===== src/rtl/rom_arbiter_if.sv =====
// rom_arbiter_if: request/response handshakes for the fetch and data ports plus the ROM address/data pair.
interface rom_arbiter_if #(parameter int ADDR_WIDTH = 12, parameter int DATA_WIDTH = 16);
  logic                  fetch_req;
  logic [ADDR_WIDTH-1:0] fetch_address;
  logic                  fetch_ack;
  logic [DATA_WIDTH-1:0] fetch_data;
  logic                  fetch_valid;
  logic                  data_req;
  logic [ADDR_WIDTH-1:0] data_address;
  logic                  data_ack;
  logic [DATA_WIDTH-1:0] data_data;
  logic                  data_valid;
  logic [ADDR_WIDTH-1:0] rom_address;
  logic [DATA_WIDTH-1:0] rom_data;
  logic                  busy;
  modport master (
    output fetch_req, fetch_address, data_req, data_address, rom_data,
    input  fetch_ack, fetch_data, fetch_valid, data_ack, data_data, data_valid, rom_address, busy
  );
  modport slave (
    input  fetch_req, fetch_address, data_req, data_address, rom_data,
    output fetch_ack, fetch_data, fetch_valid, data_ack, data_data, data_valid, rom_address, busy
  );
endinterface


===== src/rtl/rom_arbiter.sv =====
// rom_arbiter: shares one registered-read ROM between fetch and data requesters, one read per 3 cycles.
// Define ROM_ARB_ROUND_ROBIN_EN for round-robin arbitration; default is fixed fetch-first priority.
module rom_arbiter (
  input  logic         clk,
  input  logic         reset_n,
  rom_arbiter_if.slave bus
);
  typedef enum logic [1:0] {IDLE, ISSUE, CAPTURE} state_t;
  state_t state;
  logic   owner;
  logic   win_data;
`ifdef ROM_ARB_ROUND_ROBIN_EN
  logic   last_grant;
  always_comb win_data = bus.data_req & (~bus.fetch_req | ~last_grant);
`else
  always_comb win_data = ~bus.fetch_req;
`endif
  assign bus.busy = state != IDLE;
  always_ff @(posedge clk or negedge reset_n) begin
    if (!reset_n) begin
      state           <= IDLE;
      owner           <= 1'b0;
      bus.fetch_ack   <= 1'b0;
      bus.data_ack    <= 1'b0;
      bus.fetch_valid <= 1'b0;
      bus.data_valid  <= 1'b0;
      bus.fetch_data  <= '0;
      bus.data_data   <= '0;
      bus.rom_address <= '0;
`ifdef ROM_ARB_ROUND_ROBIN_EN
      last_grant      <= 1'b1;
`endif
    end else begin
      bus.fetch_ack   <= 1'b0;
      bus.data_ack    <= 1'b0;
      bus.fetch_valid <= 1'b0;
      bus.data_valid  <= 1'b0;
      case (state)
        IDLE: if (bus.fetch_req | bus.data_req) begin
          bus.rom_address <= win_data ? bus.data_address : bus.fetch_address;
          owner           <= win_data;
          bus.fetch_ack   <= ~win_data;
          bus.data_ack    <= win_data;
          state           <= ISSUE;
`ifdef ROM_ARB_ROUND_ROBIN_EN
          last_grant      <= win_data;
`endif
        end
        ISSUE: state <= CAPTURE;
        CAPTURE: begin
          if (owner) begin
            bus.data_data  <= bus.rom_data;
            bus.data_valid <= 1'b1;
          end else begin
            bus.fetch_data  <= bus.rom_data;
            bus.fetch_valid <= 1'b1;
          end
          state <= IDLE;
        end
        default: state <= IDLE;
      endcase
    end
  end
endmodule

===== src/flat_wrapper.sv =====
// flat-port wrapper written by rule: the top's interface ports become plain ports
module rom_arbiter_flat 
  (clk, reset_n, bus_fetch_req, bus_fetch_address, bus_data_req, bus_data_address, bus_rom_data, bus_fetch_ack, bus_fetch_data, bus_fetch_valid, bus_data_ack, bus_data_data, bus_data_valid, bus_rom_address, bus_busy);
  rom_arbiter_if bus_i ();
  input  logic clk;
  input  logic reset_n;
  input wire logic [$bits(bus_i.fetch_req)-1:0] bus_fetch_req;
  input wire logic [$bits(bus_i.fetch_address)-1:0] bus_fetch_address;
  input wire logic [$bits(bus_i.data_req)-1:0] bus_data_req;
  input wire logic [$bits(bus_i.data_address)-1:0] bus_data_address;
  input wire logic [$bits(bus_i.rom_data)-1:0] bus_rom_data;
  output wire logic [$bits(bus_i.fetch_ack)-1:0] bus_fetch_ack;
  output wire logic [$bits(bus_i.fetch_data)-1:0] bus_fetch_data;
  output wire logic [$bits(bus_i.fetch_valid)-1:0] bus_fetch_valid;
  output wire logic [$bits(bus_i.data_ack)-1:0] bus_data_ack;
  output wire logic [$bits(bus_i.data_data)-1:0] bus_data_data;
  output wire logic [$bits(bus_i.data_valid)-1:0] bus_data_valid;
  output wire logic [$bits(bus_i.rom_address)-1:0] bus_rom_address;
  output wire logic [$bits(bus_i.busy)-1:0] bus_busy;
  assign bus_i.fetch_req = bus_fetch_req;
  assign bus_i.fetch_address = bus_fetch_address;
  assign bus_i.data_req = bus_data_req;
  assign bus_i.data_address = bus_data_address;
  assign bus_i.rom_data = bus_rom_data;
  assign bus_fetch_ack = bus_i.fetch_ack;
  assign bus_fetch_data = bus_i.fetch_data;
  assign bus_fetch_valid = bus_i.fetch_valid;
  assign bus_data_ack = bus_i.data_ack;
  assign bus_data_data = bus_i.data_data;
  assign bus_data_valid = bus_i.data_valid;
  assign bus_rom_address = bus_i.rom_address;
  assign bus_busy = bus_i.busy;
  rom_arbiter u_core (.clk(clk), .reset_n(reset_n), .bus(bus_i));
endmodule

===== config.mk =====
export PLATFORM = sky130hd
export DESIGN_NAME = rom_arbiter_flat
export DESIGN_NICKNAME = d
export VERILOG_FILES = /design/src/rtl/rom_arbiter_if.sv /design/src/rtl/rom_arbiter.sv /design/src/flat_wrapper.sv
export SDC_FILE = /design/constraint.sdc
export NUM_CORES = 1
export LEC_CHECK = 0
export CAP_MARGIN = 30
export CELL_PAD_IN_SITES_DETAIL_PLACEMENT = 1
export CELL_PAD_IN_SITES_GLOBAL_PLACEMENT = 1
export CORE_UTILIZATION = 35
export CTS_CLUSTER_SIZE = 30
export DETAILED_ROUTE_END_ITERATION = 6
export GPL_TIMING_DRIVEN = 0
export PLACE_DENSITY_LB_ADDON = 0.1
export SYNTH_ARGS = -nofsm -noshare
export SYNTH_HDL_FRONTEND = slang
export SYNTH_SLANG_ARGS = --single-unit

===== constraint.sdc =====
create_clock -name clk -period 2.8 [get_ports clk]
set_input_delay 0.56 -clock clk [delete_from_list [all_inputs] [get_ports clk]]
set_output_delay 0.56 -clock clk [all_outputs]
set_load 0.02 [all_outputs]

# Word-level counts from Yosys, hierarchy flattened
# Index checks and enable logic that the tools add are counted.
# totals
out_inout_bits	49
in_bits	44
regBits	51
# op_classes
muxes	11
reduce_logical	5
n_eq_ne	3
bitwise	3
# ops
op	n
12-bit two-way mux	1
1-bit two-way mux	8
2-bit AND reduction	3
2-bit case mux with 2 select lines	1
2-bit by 1-bit == test with 1-bit output (second input constant)	1
2-bit == test (second input constant)	1
2-bit logical NOT	1
2-bit two-way mux	1
2-bit by 1-bit inequality test with 1-bit output (second input constant)	1
1-bit inverter	2
2-bit nonzero test	1
1-bit bitwise OR	1

# Longest topological paths before layout
# depth
depth_word	3
mapped_depth	4
depth_no_buf	3

# Least setup slack after synthesis
# Ideal clock, no wire load.
# synth_path
path_type	input port to flip-flop
start	input port bus_fetch_req
end	register u_core.bus.rom_address[10]
arrival_ps	1484
path_buffers	2
slack_ps	1191
setup_time_ps	125
required_ps	2675
cell_stages	4
path_cell_list	buf_2 > buf_2 > mux2_2 > mux2_2
# synth_via
elab_chain_len	2
word_cells_on_any_way	3
# synth_rtl
element	line_no	text
start, declared	flat_wrapper.sv:7	input wire logic [$bits(bus_i.fetch_req)-1:0] bus_fetch_req;
1-bit bitwise OR	rom_arbiter.sv:39	IDLE: if (bus.fetch_req | bus.data_req) begin
2-bit AND reduction (no source line)	-	
end signal, assigned	rom_arbiter.sv:40	bus.rom_address <= win_data ? bus.data_address : bus.fetch_address;
end, declared	rom_arbiter_if.sv:22	output fetch_ack, fetch_data, fetch_valid, data_ack, data_data, data_valid, rom_address, busy
# Several ways; a longest one is shown, not always the timed one.
# A chain may end at the register's enable or synchronous reset.

# Worst setup path in the final report
# layout_path
start	register u_core.state[0]
end	output port bus_busy
# layout_via
elab_chain_len	1
# layout_rtl
element	line_no	text
start, declared	rom_arbiter.sv:9	state_t state;
start signal, assigned	rom_arbiter.sv:21	state <= IDLE;
start signal, assigned	rom_arbiter.sv:44	state <= ISSUE;
start signal, assigned	rom_arbiter.sv:49	ISSUE: state <= CAPTURE;
2-bit nonzero test	rom_arbiter.sv:18	assign bus.busy = state != IDLE;
end, declared	flat_wrapper.sv:19	output wire logic [$bits(bus_i.busy)-1:0] bus_busy;
# Every way passes these cells.

==> impl_metrics.py <==
metrics = {
    "timing": {
        "setup_viol": 0,
        "worstMarginPinSlew_ns": 0.486,
        "finalClockSkew_ns": 0.00229,
        "slew_viol_final": 0,
        "hold_viol_final": 0,
        "min_period_ns": 2.16,
        "fmax_mhz": 462,
        "slew_headroom_pct": 67.6,
        "grt_setup_unrepaired": "false",
        "period_share_pct": 77.2,
        "holdWs_ns": 0.160,
    },
    "worst_setup_path": {
        "critical_path_arrival_ns": 1.60,
        "start_kind": "flip-flop",
        "crit_path_top_delay_cell": "clkdlybuf4s50_1",
        "critical_path_class": "reg -> out",
        "crit_path_cell_trace": "nor2_1 > inv_1 > clkdlybuf4s50_1",
        "cp.depth": 3,
        "rr_worst_depth": 4,
        "crit_path_max_incr_delay_ns": 0.55,
        "ff2ff_setup_slack_ns": 1.19,
        "critPathBufInv": 2,
        "end_kind": "output pin",
        "cp_top_family": "buffers and inverters",
        "critical_path_required_ns": 2.24,
        "crit_fanout": 5,
    },
    "logic_synthesis": {
        "synth.cell_area_um2": 2030,
        "synth_area_leaders": "dfrtp_1 (63%), mux2_2 (31%), buf_6 (1.7%)",
        "synth_fa_ha_area_share_pct": 0,
        "synthFlopType": "dfrtp_1",
        "yosys.area.top_type": "dfrtp_1",
        "synth-simple-area-share_pct": 2.84,
        "synth_edf_count": 0,
        "synthMuxAreaShare_pct": 31.1,
        "syn_inst": 124,
        "postSynthAreaPerCell_um2": 16.4,
        "synth_xor_area_share_pct": 0,
        "yosys-top-cells-count": "mux2_2 (56), dfrtp_1 (51), buf_6 (3), nor2_1 (3)",
        "synth_top_area_share_pct": 62.9,
        "syn_nets": 168,
        "synth_compound_area_share_pct": 0.617,
        "yosysMostFrequentCell": "mux2_2",
        "seq_area_frac_synth_pct": 62.9,
        "yosysWarnings": 0,
        "synth_top_family_by_area": "multiplexers",
        "synth_cell_types": 13,
        "async_flop_share_pct": 100,
        "ys_ff_latch": 51,
    },
    "clocking": {
        "clockBufferDepth": 2,
        "cts_tree": "yes",
        "clock_latency_ns": 0.29,
        "h-tree-depth": 2,
        "cts_buffers": 5,
        "clock_sinks": 51,
        "cts-resized-gates": 0,
        "root_buffer": "clkbuf_8",
        "post_cts_buffers": 0,
        "ctsHoldBuffers": 0,
        "path_clk_slew_ns": 0.08,
    },
    "power_and_ir_drop": {
        "total_power_mw": 3.69,
        "leakage_nw": 1.31,
        "ir_worst_vdd_mv": 0.560,
        "power_density_nw_per_um2": 1170,
    },
    "cells_and_area": {
        "drive_above_1_share_pct": 31.8,
        "multi_input_area_um2": 701,
        "n_antenna_cell": 0,
        "flow.area_growth_from_synthesis_pct": 55.2,
        "fill_cells": 549,
        "seq_area_um2": 1280,
        "nets": 267,
    },
    "drt": {
        "via_per_inst": 4.62,
        "antenna_left": 0,
        "vias": 1364,
        "drt_iter0_drc": 41,
        "drt_pre_antenna_iters": 4,
        "drcViolationCount": 0,
        "wl_per_cell_um": 15.7,
        "wirelength_um": 4640,
    },
    "status": {
        "outcome": "finished, final reports clean",
    },
    "global_routing": {
        "antenna_found_initial": 0,
        "track_usage_pct": 16.6,
        "grt_pass1_wl_um": 7670,
        "grt_start_max_net_pins": 39,
        "grt_pass1_vias": 1539,
        "gr-total-overflow": 0,
    },
    "floorplan": {
        "rows": 27,
        "io_pins": 93,
        "chipWidth_um": 78.1,
        "start_util_pct": 36.6,
        "die-area_um2": 6100,
        "fp.dieH_um": 78.1,
        "core_area_um2": 5540,
    },
    "placement": {
        "dp_hpwl_um": 3670,
        "gp_congestion": 0.704,
        "portBuffers": 91,
    },
    "hold_path": {
        "hold_class": "in -> async",
    },
    "flow_run": {
        "max-cap-violations": 0,
    },
}
## layout by cell type (no fill, tap or decap)
cell type and n:
nand2_1 1, clkbuf_1 1, buf_6 3, a21oi_1 1
clkbuf_8 5, buf_12 1, and2_1 1, buf_2 3
nand3b_2 1, nor2_1 3, inv_1 2, mux2_2 56
o21a_1 1, bufinv_16 1, nor2b_1 1, nor3b_4 1
dfrtp_1 51, clkdlybuf4s50_1 90
## cells by family (layout without fill, tap and decap cells)
group	after synthesis	in the layout
AOI/OAI and AO/OA	2	2
buffers and inverters	7	106
DFF	51	51
muxes	56	56
and+or+nand+nor	8	8
## sequential cells by signal (all words and copies together), names as in the netlist
name                    count
u_core.bus.data_data       16
u_core.bus.data_ack         1
u_core.owner                1
u_core.state                2
u_core.bus.rom_address     12
u_core.bus.data_valid       1
u_core.bus.fetch_ack        1
u_core.bus.fetch_data      16
u_core.bus.fetch_valid      1
## path summary, 6_finish.rpt
kind / startpoint / endpoint
worst min-delay path: reset_n / u_core.bus.data_data[2]$_DFFE_PN0P_
worst max register to register: u_core.state[0]$_DFFE_PN0P_ / u_core.bus.rom_address[7]$_DFFE_PN0P_
max in group asynchronous: reset_n / u_core.bus.data_data[8]$_DFFE_PN0P_
min in group clk: u_core.state[1]$_DFFE_PN0P_ / u_core.state[1]$_DFFE_PN0P_
worst max-delay path: u_core.state[0]$_DFFE_PN0P_ / bus_busy
worst min register to register: u_core.state[1]$_DFFE_PN0P_ / u_core.state[1]$_DFFE_PN0P_
## through the flow
| stage | utilization (%) | cells | area (um^2) | worst slack, ns | TNS, ns |
|---|---|---|---|---|---|
| after floorplan | - | 124 | 2030 | 1.19 | 0 |
| after global placement | 54.7 | 287 | 3030 | -0.221 | -11.13 |
| after detailed placement | 54.9 | 288 | 3040 | 0.826 | 0 |
| after CTS | 56.8 | 295 | 3150 | 0.613 | 0 |
| after global routing | 56.8 | 295 | 3150 | 0.567 | 0 |
| final | 56.8 | 295 | 3150 | 0.638 | 0 |
## cell type report
cell class	count	area share (%)
clock buffers	6	2.31
repair buffers	92	29.4
plain buffers	5	1.39
clock inverters	1	0.954
flip-flops and latches	51	40.6
multi-input cells	66	22.3
inverters	2	0.239
well taps	72	2.86
## per-layer routing
metal,part of all wire (%),track usage (%),vias up,routed length [um]
li1,-,-,625,-
met1,39,19.1,674,1820
met2,53,29.6,58,2460
met3,6.1,4.19,7,282
met4,1.6,5.74,0,72
met5,0,0,-,0
## where the power goes
part,internal [mW],switching (mW)
Combinational,1.06,0.856
Clock,0.262,0.219
Sequential,1.10,0.198
Total,2.42,1.27
(Power assumes the default switching activity.)
